[config.mk]
export PLATFORM = sky130hd
export DESIGN_NAME = reg_file
export DESIGN_NICKNAME = d
export VERILOG_FILES = /design/src/rtl/reg_file.sv
export SDC_FILE = /design/constraint.sdc
export NUM_CORES = 1
export LEC_CHECK = 0
export ABC_CLOCK_PERIOD_IN_PS = 2280
export CAP_MARGIN = 10
export CORE_AREA = 2 2 79 81
export DETAILED_ROUTE_END_ITERATION = 12
export DIE_AREA = 0 0 81 83
export PLACE_DENSITY = 0.76
export REMOVE_ABC_BUFFERS = 1
export SLEW_MARGIN = 20
export SYNTH_ARGS = -nofsm -noshare
export SYNTH_HDL_FRONTEND = slang
export SYNTH_SLANG_ARGS = --single-unit
[constraint.sdc]
create_clock -name clk_i -period 2.28 [get_ports clk_i]
set_clock_uncertainty 0.05 [all_clocks]
set_input_delay 0.228 -clock clk_i [delete_from_list [all_inputs] [get_ports clk_i]]
set_output_delay 0.228 -clock clk_i [all_outputs]
set_load 0.005 [all_outputs]
[src/rtl/reg_file.sv]
// Configuration register file for the NeoPixel LED controller: byte-wide
// WS28xx bit-timing and channel-geometry registers with derived bit-period totals.
module reg_file (
    input  logic       clk_i,
    input  logic       rst_i,
    input  logic [2:0] reg_rd_addr_i,
    input  logic       reg_wr_en_i,
    input  logic [2:0] reg_wr_addr_i,
    input  logic [7:0] reg_wr_data_i,
    output logic [7:0] reg_t0h_time_o,
    output logic [8:0] reg_t0s_time_o,
    output logic [7:0] reg_t1h_time_o,
    output logic [8:0] reg_t1s_time_o,
    output logic [7:0] reg_chan_len_o,
    output logic [3:0] reg_chan_cnt_o,
    output logic [7:0] reg_rd_data_o
);

    typedef enum logic [2:0] {
        ADDR_T0H      = 3'd0,
        ADDR_T0L      = 3'd1,
        ADDR_T1H      = 3'd2,
        ADDR_T1L      = 3'd3,
        ADDR_CHAN_LEN = 3'd4,
        ADDR_CHAN_CNT = 3'd5,
        ADDR_RSVD6    = 3'd6,
        ADDR_RSVD7    = 3'd7
    } reg_addr_e;

    logic [7:0] t0h_q;
    logic [7:0] t0l_q;
    logic [7:0] t1h_q;
    logic [7:0] t1l_q;
    logic [7:0] chan_len_q;
    logic [3:0] chan_cnt_q;
    logic [7:0] rd_mux;

    // NOTE: every register here has a reset value because the waveform
    // generator consumes these outputs directly; an X period would leak out.
    always_ff @(posedge clk_i) begin
        if (rst_i) begin
            // NOTE: non-blocking assignments so all registers update together
            // and the read path sees the pre-edge values.
            t0h_q      <= 8'h00;
            t0l_q      <= 8'h00;
            t1h_q      <= 8'h00;
            t1l_q      <= 8'h00;
            chan_len_q <= 8'h00;
            chan_cnt_q <= 4'h0;
        end else if (reg_wr_en_i) begin
            case (reg_addr_e'(reg_wr_addr_i))
                ADDR_T0H:      t0h_q      <= reg_wr_data_i;
                ADDR_T0L:      t0l_q      <= reg_wr_data_i;
                ADDR_T1H:      t1h_q      <= reg_wr_data_i;
                ADDR_T1L:      t1l_q      <= reg_wr_data_i;
                ADDR_CHAN_LEN: chan_len_q <= reg_wr_data_i;
                ADDR_CHAN_CNT: chan_cnt_q <= reg_wr_data_i[3:0];
                default:       ;
            endcase
        end
    end

    // Reserved addresses fall through to the zero default.
    always_comb begin
        rd_mux = 8'h00;
        case (reg_addr_e'(reg_rd_addr_i))
            ADDR_T0H:      rd_mux = t0h_q;
            ADDR_T0L:      rd_mux = t0l_q;
            ADDR_T1H:      rd_mux = t1h_q;
            ADDR_T1L:      rd_mux = t1l_q;
            ADDR_CHAN_LEN: rd_mux = chan_len_q;
            ADDR_CHAN_CNT: rd_mux = {4'h0, chan_cnt_q};
            default:       rd_mux = 8'h00;
        endcase
    end

    always_ff @(posedge clk_i) begin
        if (rst_i) begin
            reg_rd_data_o <= 8'h00;
        end else begin
            reg_rd_data_o <= rd_mux;
        end
    end

    assign reg_t0h_time_o = t0h_q;
    assign reg_t1h_time_o = t1h_q;
    assign reg_chan_len_o = chan_len_q;
    assign reg_chan_cnt_o = chan_cnt_q;

    // 9-bit sums cannot overflow: the maximum is 0xFF + 0xFF = 0x1FE.
    assign reg_t0s_time_o = {1'b0, t0h_q} + {1'b0, t0l_q};
    assign reg_t1s_time_o = {1'b0, t1h_q} + {1'b0, t1l_q};

endmodule

==> results of run 1 <==
timing repair:
action / 4_1_cts / 5_1_grt
setup buffers: 5 / 3
endpoints found under the setup margin: 14 / 11
gates resized for setup: 45 / 39
pin swaps: 9 / 14
gates cloned: 0 / 0
power breakdown:
group,total (mW),internal (mW),switching (mW)
logic,0.271,0.137,0.134
registers,0.945,0.926,0.0184
clock network,0.641,0.325,0.316
logic make-up after synthesis:
family,Yosys count
simple gates,127
compound gates,80
flops,52
mux,29
buf+inv,22
fa+ha+maj,18
xor+xnor,9
synthesized netlist by cell type, types with 2 or more instances:
cell type and n:
a311o_1 3, and3_1 2, mux2_2 8, a21oi_1 48
a211oi_1 4, dfxtp_1 52, clkbuf_1 5, nor3_1 2
inv_1 3, o21ai_0 5, nor2b_1 6, xnor2_1 6
ha_1 16, o22a_1 4, o21bai_1 2, nor2_1 26
buf_6 3, nand3b_1 3, a221oi_1 4, fa_1 2
buf_2 7, nand3_1 7, a22oi_1 4, nand2_1 73
and2_1 2, nand2b_1 2, mux2i_1 21, xor2_1 3
a21o_1 3
final cells by class:
class,count,area (um2),area share
Tap cell,75,93.8,0.0230
Clock inverter,3,42.5,0.0104
Clock buffer,5,68.8,0.0169
Timing Repair Buffer,97,922,0.226
Sequential cell,52,1060,0.261
Multi-Input combinational cell,263,1870,0.458
Inverter,4,15.0,0.00368
per-stage QoR:
step	hold WS, ps	total power [mW]
global route	450	1.91
global placement	415	1.22
detailed placement	418	1.22
finish	429	1.86
floorplan	247	1.05
CTS	432	1.85
critical path: stages (launching register included):
cell     delay, ps
dfxtp_2        350
ha_4           180
fa_2           410
a21oi_2        150
nor2b_2         70
a31oi_2        210
buf_4          150
xnor2_2         90
buf_2          120
flip-flops by register name (all words and copies together) (netlist names):
signal / count
t1l_q: 8
reg_t1h_time_o: 8
reg_chan_cnt_o: 4
t0l_q: 8
reg_chan_len_o: 8
reg_t0h_time_o: 8
reg_rd_data_o: 8
per-layer routing:
metal / up-vias / part of all wire
met5: - / 0
met4: 0 / 0.012
met3: 12 / 0.070
met2: 133 / 0.49
met1: 1348 / 0.42
li1: 1348 / -
how the worst max path moves through the flow:
stage / end / depth (start not counted) / from
after floorplan: reg_t1s_time_o[6] / 6 / reg_t1h_time_o[0]$_SDFFE_PP0P_
after global placement: reg_t1s_time_o[6] / 7 / reg_t1h_time_o[0]$_SDFFE_PP0P_
after detailed placement: reg_t1s_time_o[6] / 7 / reg_t1h_time_o[0]$_SDFFE_PP0P_
after CTS: reg_t0s_time_o[5] / 6 / reg_t0h_time_o[2]$_SDFFE_PP0P_
after global routing: reg_t1s_time_o[6] / 8 / reg_t1h_time_o[0]$_SDFFE_PP0P_
final: reg_t1s_time_o[6] / 8 / reg_t1h_time_o[0]$_SDFFE_PP0P_
==> impl_metrics.yaml, run 1 <==
outcome:
  outcome: "finished, violations left"
  violations: "setup timing"
layout:
  final_common_cell: "nand2_1"
  num_antenna_cells: 0
  fin_util: 0.701
  fillers: 454
  layout-drive-gt1-share: 0.226
  area_growth_pct: 44.9
  fin_nets: 458
  stdcell_area_um2: 4080
  layout_common_cells: "nand2_1, clkdlybuf4s50_1, a21oi_1"
  final_cells: 499
floorplanning:
  dieArea_um2: 6720
  coreArea_um2: 5820
  rows: 28
  io_pins: 71
  initial_core_util: 0.484
  fp.dieH_um: 83
  dieWidth_um: 81
synth:
  syn_avg_cell_area_um2: 8.35
  yosys-top-cells-area: "dfxtp_1, nand2_1, a21oi_1"
  synth_seq_cells: 52
  muxShareOfSynthArea: 0.107
  synth_edf_count: 0
  synth_top_family_by_area: "simple AND/OR/NAND/NOR gates"
  yosys.area.top_type_share: 0.370
  synth_area_leader_cell: "dfxtp_1"
  synthXorXnorAreaFrac: 0.0280
  syn-instance-count: 337
  yosys.area_share.simple: 0.194
  netlist_area_um2: 2810
  synth_compound_area_frac: 0.173
  synth_fa_ha_area_frac: 0.0854
  async_flop_share: 0
  yosysSeqAreaShare: 0.370
  ys_warn_count: 0
  synthDistinctLibCells: 40
  synth_flop_cell: "dfxtp_1"
drt:
  vias: 2841
  ant_nets: 0
  route.detailed.drc: 0
  drt-pass1-iter-count: 5
  wl_um: 8520
  wire_per_inst_um: 17.1
  post_drt_via_cell_ratio: 5.69
  dr.first_iter.drc_count: 340
worst_hold_path:
  holdCritStartpoint: "t1l_q[6]$_SDFFE_PP0P_"
  worstHoldPathCells: 2
  hold_path_class: "reg -> reg"
  worstHoldEndpoint: "t1l_q[6]$_SDFFE_PP0P_"
place:
  postPlaceCellArea_um2: 3680
  place_inst: 483
  portBuffers: 70
  globalplace.congestion: 0.869
  hpwl_um: 5950
  pre_cts_ws_ps: -118
timing:
  setup_slack_ps: -53.9
  fin_setup_tns_ps: -61.3
  worst_pin_slew_ps: 547
  slew_violations: 0
  relSlewSlack: 0.634
  rsz0062_at_grt: "yes"
  fin_crit_ps: 2330
  max_clock_freq_mhz: 428
  fin_crit_sh: 1.02
  hold_viol: 0
  finalSetupViolCount: 2
clock_tree:
  clk-insertion-delay-late_ps: 310
  clock_tree.buffer_depth: 2
  cts_root_buf: "clkbuf_8"
  cts_buffers: 5
  cts_tree: "done"
  cts.sinks: 52
  ctsHoldBuffers: 0
  cts.htree.levels: 2
  clkTransAtPathRegs_ps: 100
setup_path:
  r2r_end: "reg_rd_data_o[1]$_SDFF_PP0_"
  critical_path_class: "reg -> out"
  crit_required_ps: 2000
  start_kind: "register"
  regToRegStartpoint: "reg_t1h_time_o[1]$_SDFFE_PP0P_"
  path_max_fanout: 3
  reg2reg_depth: 5
  r2r_setup_slack_ps: 860
  cp.arrival_ps: 2060
  end_kind: "primary output"
grt:
  met2_usage: 0.418
  grt_pass1_wl_um: 13200
  grt_start_max_net_pins: 23
  use_met1: 0.348
  grtUsageMet3: 0.0359
  overflow: 0
  grt_usage: 0.255
  grt_busiest_layer: "met2"
  grt_pass1_vias: 2643
  antenna_found_initial: 0
power_and_ir_drop:
  p_leak_nw: 1.65
  ir_worst_vdd_uv: 396
  power_per_cell_area_nw_per_um2: 456
job:
  cap_violations: 0
(Power assumes the default switching activity.)
==> run 2, diff against run 1 <==
--- a/constraint.sdc
+++ b/constraint.sdc
@@ -3,3 +3,3 @@
 set_input_delay 0.228 -clock clk_i [delete_from_list [all_inputs] [get_ports clk_i]]
 set_output_delay 0.228 -clock clk_i [all_outputs]
-set_load 0.005 [all_outputs]
+set_load 0.1 [all_outputs]
==> run 2 against run 1 <==
Effect of this change: the flow still finishes with violations (setup timing); final area is 1.5% lower; register-to-register slack better by 120 ps; routed wire length stayed put; setup slack worse by 51 ps; total power is 6.9% higher; final cell count is 2.4% lower; core utilization is 1.1 points lower; sequential cell count stayed put; via count is 0.88% lower; non-clock buffer count is 12 lower; sequential power hardly changed; critical path depth is 1 lower; critical path type unchanged; largest cell class unchanged; largest power group unchanged; highest routed layer unchanged.
==> impl_metrics.yaml, run 2 (same netlist as run 1, synthesis figures left out) <==
layout:
  stdcell_area_um2: 4010
  num_antenna_cells: 0
  fin_nets: 446
  final_cells: 487
  fillers: 453
  final_common_cell: "nand2_1"
  layout-drive-gt1-share: 0.301
  layout_common_cells: "nand2_1, buf_4, a21oi_1"
  area_growth_pct: 42.7
job:
  cap_violations: 0
setup_path:
  critPathMaxStageDelay_ps: 370
  slowest_stage: "fa_2"
  regToRegStartpoint: "reg_t1h_time_o[1]$_SDFFE_PP0P_"
  start_kind: "register"
  path_max_fanout: 2
  startpoint: "t1l_q[0]$_SDFFE_PP0P_"
  critical_path_class: "reg -> out"
  end_kind: "primary output"
  crit_chain: "ha_4 > fa_2 > a21oi_2 > nor2b_2 > a31oi_2 > xnor2_1 > bufbuf_16"
  crit_required_ps: 2000
  cp.arrival_ps: 2110
clock_tree:
  cts_buffers: 5
  cts_root_buf: "clkbuf_8"
  ctsHoldBuffers: 0
  clkTransAtPathRegs_ps: 110
  clock_tree.buffer_depth: 2
  cts.htree.levels: 2
  cts_tree: "done"
  cts.sinks: 52
  clk-insertion-delay-late_ps: 310
place:
  globalplace.congestion: 0.867
  hpwl_um: 5890
  postPlaceCellArea_um2: 3630
  pre_cts_ws_ps: 129
  portBuffers: 70
  place_inst: 469
grt:
  grt_usage: 0.249
  antenna_found_initial: 0
  grt_start_max_net_pins: 51
  grt_pass1_vias: 2688
  overflow: 0
  grt_pass1_wl_um: 13200
timing:
  slew_violations: 0
  setup_slack_ps: -105
  fin_crit_sh: 1.05
  whs_ps: 446
  finalSetupViolCount: 5
  max_clock_freq_mhz: 419
  worst_pin_slew_ps: 539
  relSlewSlack: 0.641
  fin_setup_tns_ps: -145
  rsz0062_at_grt: "yes"
  fin_crit_ps: 2390
  hold_viol: 0
drt:
  route.detailed.drc: 0
  wl_um: 8520
  post_drt_via_cell_ratio: 5.78
  wire_per_inst_um: 17.5
  ant_nets: 0
  drt-pass1-iter-count: 5
  vias: 2816
  dr.first_iter.drc_count: 266
power_and_ir_drop:
  p_sw_frac: 0.339
  ir_worst_vdd_uv: 371
  p_int_mw: 1.31
  power_frac_comb: 0.251
  p_sw_mw: 0.673
  p_seq_frac: 0.477
  p_leak_nw: 1.65
  power_per_cell_area_nw_per_um2: 495
  clockPowerShare: 0.271
worst_hold_path:
  hold_path_class: "reg -> reg"
  holdCritStartpoint: "t0l_q[6]$_SDFFE_PP0P_"
floorplanning:
  io_pins: 71
  dieArea_um2: 6720
  dieWidth_um: 81
  coreArea_um2: 5820
  initial_core_util: 0.484
  fp.dieH_um: 83
  rows: 28
outcome:
  outcome: "finished, violations left"
  violations: "setup timing"
-- run 2: changes by cell type in the layout (fill, tap and decap cells not counted), sizes merged --
cell | before | now
dlymetal6s2s | 4 | 0
clkdlybuf4s15 | 1 | 0
clkbuf | 9 | 6
buf | 29 | 66
bufinv | 1 | 0
dlygate4sd2 | 2 | 0
clkdlybuf4s50 | 57 | 16
bufbuf | 0 | 3
-- run 2: per-layer routing --
| layer | GRT usage | vias to the layer above | part of all wire |
|---|---|---|---|
| met3 | 0.0293 | 16 | 0.068 |
| met2 | 0.408 | 134 | 0.50 |
| met4 | 0.0878 | 0 | 0.019 |
| met1 | 0.336 | 1340 | 0.41 |
| met5 | 0 | - | 0 |
| li1 | - | 1326 | - |
-- run 2: critical path, delay by kind of cell (launching register included) --
family	cells	cell delay, ps
adders and majority gates	2	530
DFF	1	350
and+or+nand+nor	1	70
xor gates and xnor gates	1	160
buffers and inverters	1	340
AOI/OAI and AO/OA	2	340
-- run 2: what timing repair did --
| item | 4_1_cts | 5_1_grt |
|---|---|---|
| pin swaps | 11 | 8 |
| endpoints found under the setup margin | 10 | 10 |
| endpoints found under the hold margin | 0 | 0 |
| setup buffers | 9 | 1 |
| gates resized for setup | 28 | 20 |
-- run 2: per-stage QoR --
| step | util | total power, mW |
|---|---|---|
| 3_5_place_dp | 0.624 | 1.44 |
| 4_1_cts | 0.671 | 1.97 |
| 2_1_floorplan | - | 1.25 |
| 3_3_place_gp | 0.624 | 1.44 |
| 5_1_grt | 0.690 | 2.05 |
| 6_report | 0.690 | 1.98 |
-- run 2: worst paths after layout --
path / cells past startpoint / slack [ps] / end
min reg2reg: 2 / 450 / t0l_q[6]$_SDFFE_PP0P_
max: 7 / -110 / reg_t1s_time_o[6]
min: 2 / 450 / t0l_q[6]$_SDFFE_PP0P_
max reg2reg: 4 / 980 / reg_rd_data_o[1]$_SDFF_PP0_
-- run 2: final cells by class --
| type | count | area, um2 | share of cell area |
|---|---|---|---|
| Clock buffer | 6 | 72.6 | 0.0181 |
| Clock inverter | 2 | 16.3 | 0.00405 |
| Inverter | 4 | 15.0 | 0.00374 |
| Multi-Input combinational cell | 263 | 1820 | 0.452 |
| Sequential cell | 52 | 1060 | 0.264 |
| Tap cell | 75 | 93.8 | 0.0234 |
| Timing Repair Buffer | 85 | 941 | 0.234 |
-- run 2: power groups by stage --
stage | Sequential, mW | Combinational (mW) | Clock (mW)
after floorplan | 1.06 | 0.195 | 0
after global placement | 0.966 | 0.470 | 0
after detailed placement | 0.966 | 0.475 | 0
after CTS | 0.945 | 0.488 | 0.535
after global routing | 0.950 | 0.518 | 0.579
final | 0.947 | 0.499 | 0.538
==> run 3, diff against run 2 <==
- GPL_TIMING_DRIVEN: default -> 0
==> run 3 against run 2 <==
Effect of this change: critical path type unchanged; via count fell by 6.0%; critical endpoint unchanged; sequential cell count did not move; final area fell by 4.3%; core utilization fell by 3.0 points; hold slack got worse by 200 ps; final cell count fell by 2.5%; die area did not move; the run still ends with setup timing left.
==> impl_metrics.yaml, run 3 (same netlist as run 1, synthesis figures left out) <==
clock_tree:
  cts_root_buf: "clkbuf_8"
  cts_buffers: 5
  cts_tree: "done"
  ctsHoldBuffers: 0
  clk-insertion-delay-late_ps: 300
  cts.htree.levels: 2
  clkTransAtPathRegs_ps: 90
  cts.sinks: 52
  clock_tree.buffer_depth: 2
floorplanning:
  coreArea_um2: 5820
  initial_core_util: 0.484
  dieArea_um2: 6720
  dieWidth_um: 81
  rows: 28
  io_pins: 71
  fp.dieH_um: 83
setup_path:
  end_kind: "primary output"
  cp.arrival_ps: 2040
  critical_path_class: "reg -> out"
  crit_required_ps: 2000
  reg2reg_depth: 3
  r2r_setup_slack_ps: 1020
  start_kind: "register"
  path_max_fanout: 3
drt:
  top_layer: "met4"
  vias: 2646
  wl_met3_um: 472
  ant_nets: 0
  met2_length_um: 3930
  wire_per_inst_um: 17.1
  drt-met1-wl_um: 3610
  post_drt_via_cell_ratio: 5.57
  route.detailed.drc: 0
  wl_um: 8140
  dr.first_iter.drc_count: 220
  drt-pass1-iter-count: 4
power_and_ir_drop:
  p_sw_mw: 0.640
  power_per_cell_area_nw_per_um2: 507
  ir_worst_vdd_uv: 377
  p_sw_frac: 0.329
  p_leak_nw: 1.46
  power_frac_comb: 0.237
  clockPowerShare: 0.278
  p_int_mw: 1.31
  p_total_mw: 1.95
  p_seq_frac: 0.486
layout:
  final_cells: 475
  fin_util: 0.660
  final_common_cell: "nand2_1"
  layout-drive-gt1-share: 0.188
  stdcell_area_um2: 3840
  fin_nets: 434
  fillers: 501
  layout_common_cells: "nand2_1, clkdlybuf4s50_1, a21oi_1"
  num_antenna_cells: 0
  area_growth_pct: 36.5
place:
  globalplace.congestion: 0.879
  pre_cts_ws_ps: -783
  portBuffers: 70
  place_inst: 465
  postPlaceCellArea_um2: 3520
  hpwl_um: 5630
timing:
  finalSetupViolCount: 1
  whs_ps: 251
  fin_crit_ps: 2310
  fin_crit_sh: 1.01
  rsz0062_at_grt: "yes"
  slew_violations: 0
  max_clock_freq_mhz: 432
  fin_setup_tns_ps: -33.9
  setup_slack_ps: -33.9
  relSlewSlack: 0.297
  hold_viol: 0
  worst_pin_slew_ps: 1050
job:
  cap_violations: 0
worst_hold_path:
  hold_path_class: "in -> reg"
  worstHoldPathCells: 2
grt:
  grt_usage: 0.240
  grt_pass1_vias: 2487
  antenna_found_initial: 0
  grt_pass1_wl_um: 12600
  overflow: 0
  grt_start_max_net_pins: 36
outcome:
  violations: "setup timing"
  outcome: "finished, violations left"
==> run 3: cell types whose count changed in the layout (fill, tap and decap cells not counted), moves of 4 or more <==
cell	change
clkdlybuf4s50_1	+35
clkdlybuf4s15_2	+4
buf_6	+6
buf_12	-12
buf_4	-48
==> run 3: critical path, stage by stage, from the launching register on <==
cell and delay, ps:
dfxtp_4 370, ha_4 170, fa_2 360, a21oi_2 160, nor2b_2 80, a31oi_2 180
xnor2_1 160, buf_6 250
==> run 3: final cells by class <==
class	count	area (um2)	share of cell area
Inverter	4	15.0	0.00391
Tap cell	75	93.8	0.0244
Sequential cell	52	1060	0.277
Clock buffer	8	90.1	0.0235
Multi-Input combinational cell	263	1820	0.475
Timing Repair Buffer	73	753	0.196
==> run 3: path summary, 6_finish.rpt <==
kind                                                      from                           to
worst max-delay path            reg_t1h_time_o[0]$_SDFFE_PP0P_            reg_t1s_time_o[6]
worst min-delay path                                     rst_i  reg_rd_data_o[3]$_SDFF_PP0_
worst max register to register  reg_t1h_time_o[0]$_SDFFE_PP0P_  reg_rd_data_o[0]$_SDFF_PP0_
worst min register to register           t1l_q[3]$_SDFFE_PP0P_        t1l_q[3]$_SDFFE_PP0P_
==> run 3: power by group through the flow <==
stage	sequential, mW	combinational [mW]	clock, mW
2_1_floorplan	1.06	0.195	0
3_3_place_gp	0.966	0.430	0
3_5_place_dp	0.966	0.436	0
4_1_cts	0.946	0.442	0.548
5_1_grt	0.947	0.479	0.585
6_report	0.945	0.460	0.540
==> run 3: repair_timing <==
| item | in CTS | in global routing |
|---|---|---|
| setup buffers | 0 | 2 |
| resized for setup | 118 | 31 |
| pin swaps | 8 | 9 |
| hold endpoints to repair | 0 | 0 |
| endpoints found under the setup margin | 18 | 11 |
==> run 3: per-layer routing <==
metal  up-vias  track usage
met5         -            0
met4         0       0.0801
met3        12       0.0435
met2        93        0.383
met1      1241        0.325
li1       1300            -
